`src/rtl/mem_arb_pkg.sv`:
```
// Shared types and default widths for the data-memory arbiter.
package mem_arb_pkg;

  typedef enum logic [1:0] {
    IDLE  = 2'd0,
    ISSUE = 2'd1,
    RESP  = 2'd2
  } state_t;

  typedef enum logic {
    CORE = 1'b0,
    HOST = 1'b1
  } owner_t;

  localparam int unsigned ADDR_W_DEF = 8;
  localparam int unsigned DATA_W_DEF = 8;

endpackage

```
`src/rtl/rr_picker.sv`:
```
// Two-way request picker. MEM_ARB_RR_EN selects round-robin tie-breaking;
// otherwise the core always wins a tie.
module rr_picker
  import mem_arb_pkg::*;
(
  input  logic i_core_req,
  input  logic i_host_req,
  input  logic i_last_owner,
  output logic o_winner
);

  always_comb begin
    o_winner = CORE;
    if (i_core_req && i_host_req) begin
`ifdef MEM_ARB_RR_EN
      o_winner = (i_last_owner == HOST) ? CORE : HOST;
`else
      o_winner = CORE;
`endif
    end else if (i_host_req) begin
      o_winner = HOST;
    end
  end

`ifndef MEM_ARB_RR_EN
  // Fixed priority ignores history; keep the port for a uniform interface.
  logic w_unused_last;
  assign w_unused_last = i_last_owner;
`endif

endmodule

```
`src/rtl/mem_arbiter.sv`:
```
// Core/host arbiter and sequencer for a single-port synchronous data memory.
// Tie-breaking is round-robin when MEM_ARB_RR_EN is defined, core-first otherwise.
module mem_arbiter
  import mem_arb_pkg::*;
#(
  parameter int unsigned ADDR_W = ADDR_W_DEF,
  parameter int unsigned DATA_W = DATA_W_DEF
) (
  input  logic              i_clk,
  input  logic              i_reset_n,
  input  logic              i_core_req,
  input  logic              i_core_we,
  input  logic [ADDR_W-1:0] i_core_addr,
  input  logic [DATA_W-1:0] i_core_wdata,
  output logic              o_core_gnt,
  output logic              o_core_rvalid,
  output logic [DATA_W-1:0] o_core_rdata,
  input  logic              i_host_req,
  input  logic              i_host_we,
  input  logic [ADDR_W-1:0] i_host_addr,
  input  logic [DATA_W-1:0] i_host_wdata,
  output logic              o_host_gnt,
  output logic              o_host_rvalid,
  output logic [DATA_W-1:0] o_host_rdata,
  output logic              o_mem_we,
  output logic              o_mem_re,
  output logic [ADDR_W-1:0] o_mem_addr,
  output logic [DATA_W-1:0] o_mem_wdata,
  input  logic [DATA_W-1:0] i_mem_rdata,
  output logic              o_busy
);

  state_t            r_state;
  owner_t            r_owner;
  owner_t            r_last_owner;
  logic              r_we;
  logic [ADDR_W-1:0] r_addr;
  logic [DATA_W-1:0] r_wdata;
  logic              r_core_gnt;
  logic              r_host_gnt;
  logic              r_core_rvalid;
  logic              r_host_rvalid;
  logic [DATA_W-1:0] r_core_rdata;
  logic [DATA_W-1:0] r_host_rdata;

  logic              w_winner;
  logic              w_sel_we;
  logic [ADDR_W-1:0] w_sel_addr;
  logic [DATA_W-1:0] w_sel_wdata;
  logic              w_issue;

  rr_picker u_rr_picker (
    .i_core_req   (i_core_req),
    .i_host_req   (i_host_req),
    .i_last_owner (r_last_owner),
    .o_winner     (w_winner)
  );

  always_comb begin
    w_sel_we    = i_core_we;
    w_sel_addr  = i_core_addr;
    w_sel_wdata = i_core_wdata;
    if (w_winner == HOST) begin
      w_sel_we    = i_host_we;
      w_sel_addr  = i_host_addr;
      w_sel_wdata = i_host_wdata;
    end
  end

  always_ff @(posedge i_clk or negedge i_reset_n) begin
    if (!i_reset_n) begin
      r_state       <= IDLE;
      r_owner       <= CORE;
      r_last_owner  <= HOST;
      r_we          <= 1'b0;
      r_addr        <= '0;
      r_wdata       <= '0;
      r_core_gnt    <= 1'b0;
      r_host_gnt    <= 1'b0;
      r_core_rvalid <= 1'b0;
      r_host_rvalid <= 1'b0;
      r_core_rdata  <= '0;
      r_host_rdata  <= '0;
    end else begin
      r_core_gnt    <= 1'b0;
      r_host_gnt    <= 1'b0;
      r_core_rvalid <= 1'b0;
      r_host_rvalid <= 1'b0;
      unique case (r_state)
        IDLE: begin
          if (i_core_req || i_host_req) begin
            r_owner      <= owner_t'(w_winner);
            r_last_owner <= owner_t'(w_winner);
            r_we         <= w_sel_we;
            r_addr       <= w_sel_addr;
            r_wdata      <= w_sel_wdata;
            r_core_gnt   <= (w_winner == CORE);
            r_host_gnt   <= (w_winner == HOST);
            r_state      <= ISSUE;
          end
        end
        ISSUE: begin
          r_state <= r_we ? IDLE : RESP;
        end
        RESP: begin
          // Memory read data is valid in this cycle; rvalid follows next cycle.
          if (r_owner == CORE) begin
            r_core_rdata  <= i_mem_rdata;
            r_core_rvalid <= 1'b1;
          end else begin
            r_host_rdata  <= i_mem_rdata;
            r_host_rvalid <= 1'b1;
          end
          r_state <= IDLE;
        end
        default: r_state <= IDLE;
      endcase
    end
  end

  assign w_issue       = (r_state == ISSUE);
  assign o_mem_we      = w_issue && r_we;
  assign o_mem_re      = w_issue && !r_we;
  assign o_mem_addr    = w_issue ? r_addr : '0;
  assign o_mem_wdata   = w_issue ? r_wdata : '0;
  assign o_busy        = (r_state != IDLE);
  assign o_core_gnt    = r_core_gnt;
  assign o_host_gnt    = r_host_gnt;
  assign o_core_rvalid = r_core_rvalid;
  assign o_host_rvalid = r_host_rvalid;
  assign o_core_rdata  = r_core_rdata;
  assign o_host_rdata  = r_host_rdata;

endmodule
```
`config.mk`:
```
export PLATFORM = sky130hd
export DESIGN_NAME = mem_arbiter
export DESIGN_NICKNAME = d
export VERILOG_FILES = /design/src/rtl/mem_arb_pkg.sv /design/src/rtl/rr_picker.sv /design/src/rtl/mem_arbiter.sv
export SDC_FILE = /design/constraint.sdc
export NUM_CORES = 1
export LEC_CHECK = 0
export BUFFER_PORTS_ARGS = -buffer_cell sky130_fd_sc_hd__clkbuf_2
export CAP_MARGIN = 20
export CORE_ASPECT_RATIO = 1.4
export CORE_MARGIN = 2
export CORE_UTILIZATION = 46
export DETAILED_ROUTE_END_ITERATION = 16
export PLACE_DENSITY_LB_ADDON = 0.2
export SETUP_SLACK_MARGIN = 0.15
export SYNTH_ARGS = -nofsm -noshare
export SYNTH_HDL_FRONTEND = slang
export SYNTH_SLANG_ARGS = --single-unit
```
`constraint.sdc`:
```
create_clock -name i_clk -period 1.9 [get_ports i_clk]
set_input_delay 0.19 -clock i_clk [delete_from_list [all_inputs] [get_ports i_clk]]
set_output_delay 0.19 -clock i_clk [all_outputs]
set_load 0.02 [all_outputs]
```
==> results.toml <==
[run_status]
status = "finished, final reports clean"

[pwr]
power_frac_seq_pct = 35.3
power.total_mw = 4.212
p_sw_mw = 1.541
power_frac_comb_pct = 47.2
irDropWorstVdd_uv = 1158
p_leak_nw = 1.297
switching_share_pct = 36.58
clkPwrFrac_pct = 17.4
powerDensity_nw_per_um2 = 1709
intPower_mw = 2.671

[routing]
first_pass_iters = 4
drc = 0
drtAntennaViolNets = 0
drtIter0Drc = 16
viasPerCell = 4.935
avgRoutedWirePerCell_um = 14.35
vias = 1293
routed_wl_um = 3761

[cells_and_area]
final_cell_mix = "84 x clkbuf_2, 40 x dfrtp_1, 32 x mux2_2"
drive_gt1_share_pct = 67.58
insertedDiodeCount = 0
area_growth_pct = 31.42
mostFrequentLayoutCell = "clkbuf_2"
nNetsFinal = 264

[logic_synthesis]
ys_seq_area_share_pct = 53.37
netlist_area_um2 = 1876
yosysWarnings = 0
yosysUniqueCellTypes = 18
ys_ff_latch = 40
avgSynthCellArea_um2 = 14.77
syn-num-nets = 173
postSynthCellCount = 127

[sta]
setup_viol = 0
relSlewSlack_pct = 68.82
final.min_clock_period_ns = 1.555
post-route-period-util_pct = 81.86
hold-worst-slack_ns = 0.1493
fmax_mhz = 642.9
tightest_slew_ns = 0.4663
final_hold_viol_count = 0
clock_skew_ns = 0.004971
finalMaxSlewViolations = 0
fin_tns_setup_ns = 0
rsz0062_at_grt = "no"

[cts]
cts_max_path_buffers = 2
cts_resized = 0
cts.clk_slew.worst_paths_ns = 0.07
clkLatencyLatePin_ns = 0.28
tritoncts = "yes"
cts_root_buf = "clkbuf_8"
cts_buffers = 5
htreeDepth = 2
clock_sink_count = 40

[setup_path]
reg2reg_slack_ns = 0.34
max_stage_delay_ns = 0.41
startpoint_type = "register"
cp_data_required_time_ns = 2.07
reg2reg_to = "r_wdata[5]$_DFFE_PN0P_"
cp_top_family = "flip-flops"
endpoint_kind = "register"
r2r-start = "r_state[1]$_DFFE_PN0P_"
path_class = "reg2reg"
path_cells = "nor2_1, o21a_1, buf_4, mux2_2"
rr_worst_depth = 4
critPathArrivalTime_ns = 1.73
cp_num_buf_inv = 1
critPathSlowestCell = "dfrtp_1"
crit_path_max_fanout = 18

[grt]
grt_pass1_vias = 1334
grt_use_total_pct = 17.64
grt_overflow = 0
antenna_found_initial = 0
grt_max_degree = 25
grt_pass1_wl_um = 6058

[floorplanning]
start_util_pct = 47.86
die_width_um = 57.97
core_area_um2 = 3919
dieArea_um2 = 4611
dieHeight_um = 79.55
fp-row-count = 27
pin_count = 85

[run]
drv_cap = 0

[place]
routabilityCongestion = 0.7010
port_buffers = 84
dp.final_hpwl_um = 2939

[worst_hold_path]
hp-start = "i_mem_rdata[1]"
hold_end = "o_host_rdata[1]$_DFFE_PN0P_"
hold_class = "in2reg"
min_path_cells = 2
worst register-to-register path: stages (launching register included):
cell	delay, ns
dfrtp_1	0.41
nor2_1	0.23
o21a_1	0.16
buf_4	0.28
mux2_2	0.37
metrics by stage:
step | instance area [um2] | setup WS (ns) | std cells | util (%)
floorplan | 1876 | 0.4741 | 127 | -
global placement | 2328 | 0.4261 | 253 | 59.42
detailed placement | 2328 | 0.3436 | 253 | 59.42
CTS | 2465 | 0.3382 | 262 | 62.90
global route | 2465 | 0.2542 | 262 | 62.90
finish | 2465 | 0.3447 | 262 | 62.90
cell type report:
cell class	instances	area, um2
multi-input combinational	79	808.3
clock buffer	7	96.34
clock inverter	1	30.03
sequential	40	1001
timing repair buffer	90	467.9
inverter	2	7.507
fill	327	1454
tap	43	53.80
worst max-delay path by stage:
stage                                start                      to  slack, ns  cells past startpoint
global route        r_state[1]$_DFFE_PN0P_  r_wdata[5]$_DFFE_PN0P_       0.25                      4
finish              r_state[1]$_DFFE_PN0P_  r_wdata[5]$_DFFE_PN0P_       0.34                      4
global placement    r_state[1]$_DFFE_PN0P_  r_wdata[6]$_DFFE_PN0P_       0.43                      4
floorplan           r_state[1]$_DFFE_PN0P_   r_addr[1]$_DFFE_PN0P_       0.47                      5
detailed placement  r_state[1]$_DFFE_PN0P_  r_wdata[5]$_DFFE_PN0P_       0.34                      4
CTS                 r_state[0]$_DFFE_PN0P_                o_mem_re       0.34                      4
cell families after synthesis:
logic type / count (synthesis) / synth area share, %
buf+inv: 8 / 3.535
simple gates: 27 / 8.806
mux: 50 / 33.62
compound gates: 2 / 0.6670
flops: 40 / 53.37
registers in the layout, indices dropped and copies added (netlist names):
name / count
o_host_gnt: 1
r_state: 2
o_host_rvalid: 1
r_owner: 1
r_wdata: 8
r_addr: 8
o_core_rvalid: 1
o_core_gnt: 1
o_core_rdata: 8
o_host_rdata: 8
r_we: 1
power groups by stage:
stage | Sequential, mW | Combinational (mW) | Clock [mW]
final | 1.49 | 1.99 | 0.735
after global placement | 1.48 | 1.96 | 0
after CTS | 1.49 | 2.02 | 0.757
after detailed placement | 1.50 | 2.02 | 0
after global routing | 1.54 | 2.14 | 0.794
after floorplan | 1.69 | 1.20 | 0
repair_timing:
action / CTS / global route
hold endpoints to repair: 16 / 0
setup buffers: 0 / 0
hold buffers: 1 / 0
routing by layer:
metal	routed length [um]	vias to the layer above	global-route usage (%)
met3	276	9	5.186
met1	1349	619	18.65
li1	-	609	-
met5	0	-	0
met4	81	0	7.674
met2	2054	56	31.70
synth_stat cells:
cell type | count | area, um2
buf_2 | 1 | 5.000
inv_1 | 2 | 7.510
dfrtp_1 | 40 | 1001
buf_4 | 1 | 7.510
and2_1 | 17 | 106.4
nor2b_1 | 3 | 18.77
nor2_1 | 3 | 11.26
o21a_1 | 1 | 7.510
nand2b_1 | 1 | 6.260
clkbuf_1 | 1 | 3.750
nand3b_1 | 1 | 7.510
buf_12 | 1 | 20.02
mux2_2 | 32 | 360.4
a21oi_1 | 1 | 5.000
buf_6 | 2 | 22.52
and2_2 | 1 | 7.510
mux2_4 | 18 | 270.3
nor3b_1 | 1 | 7.510
Power figures use the tool's default switching activity.
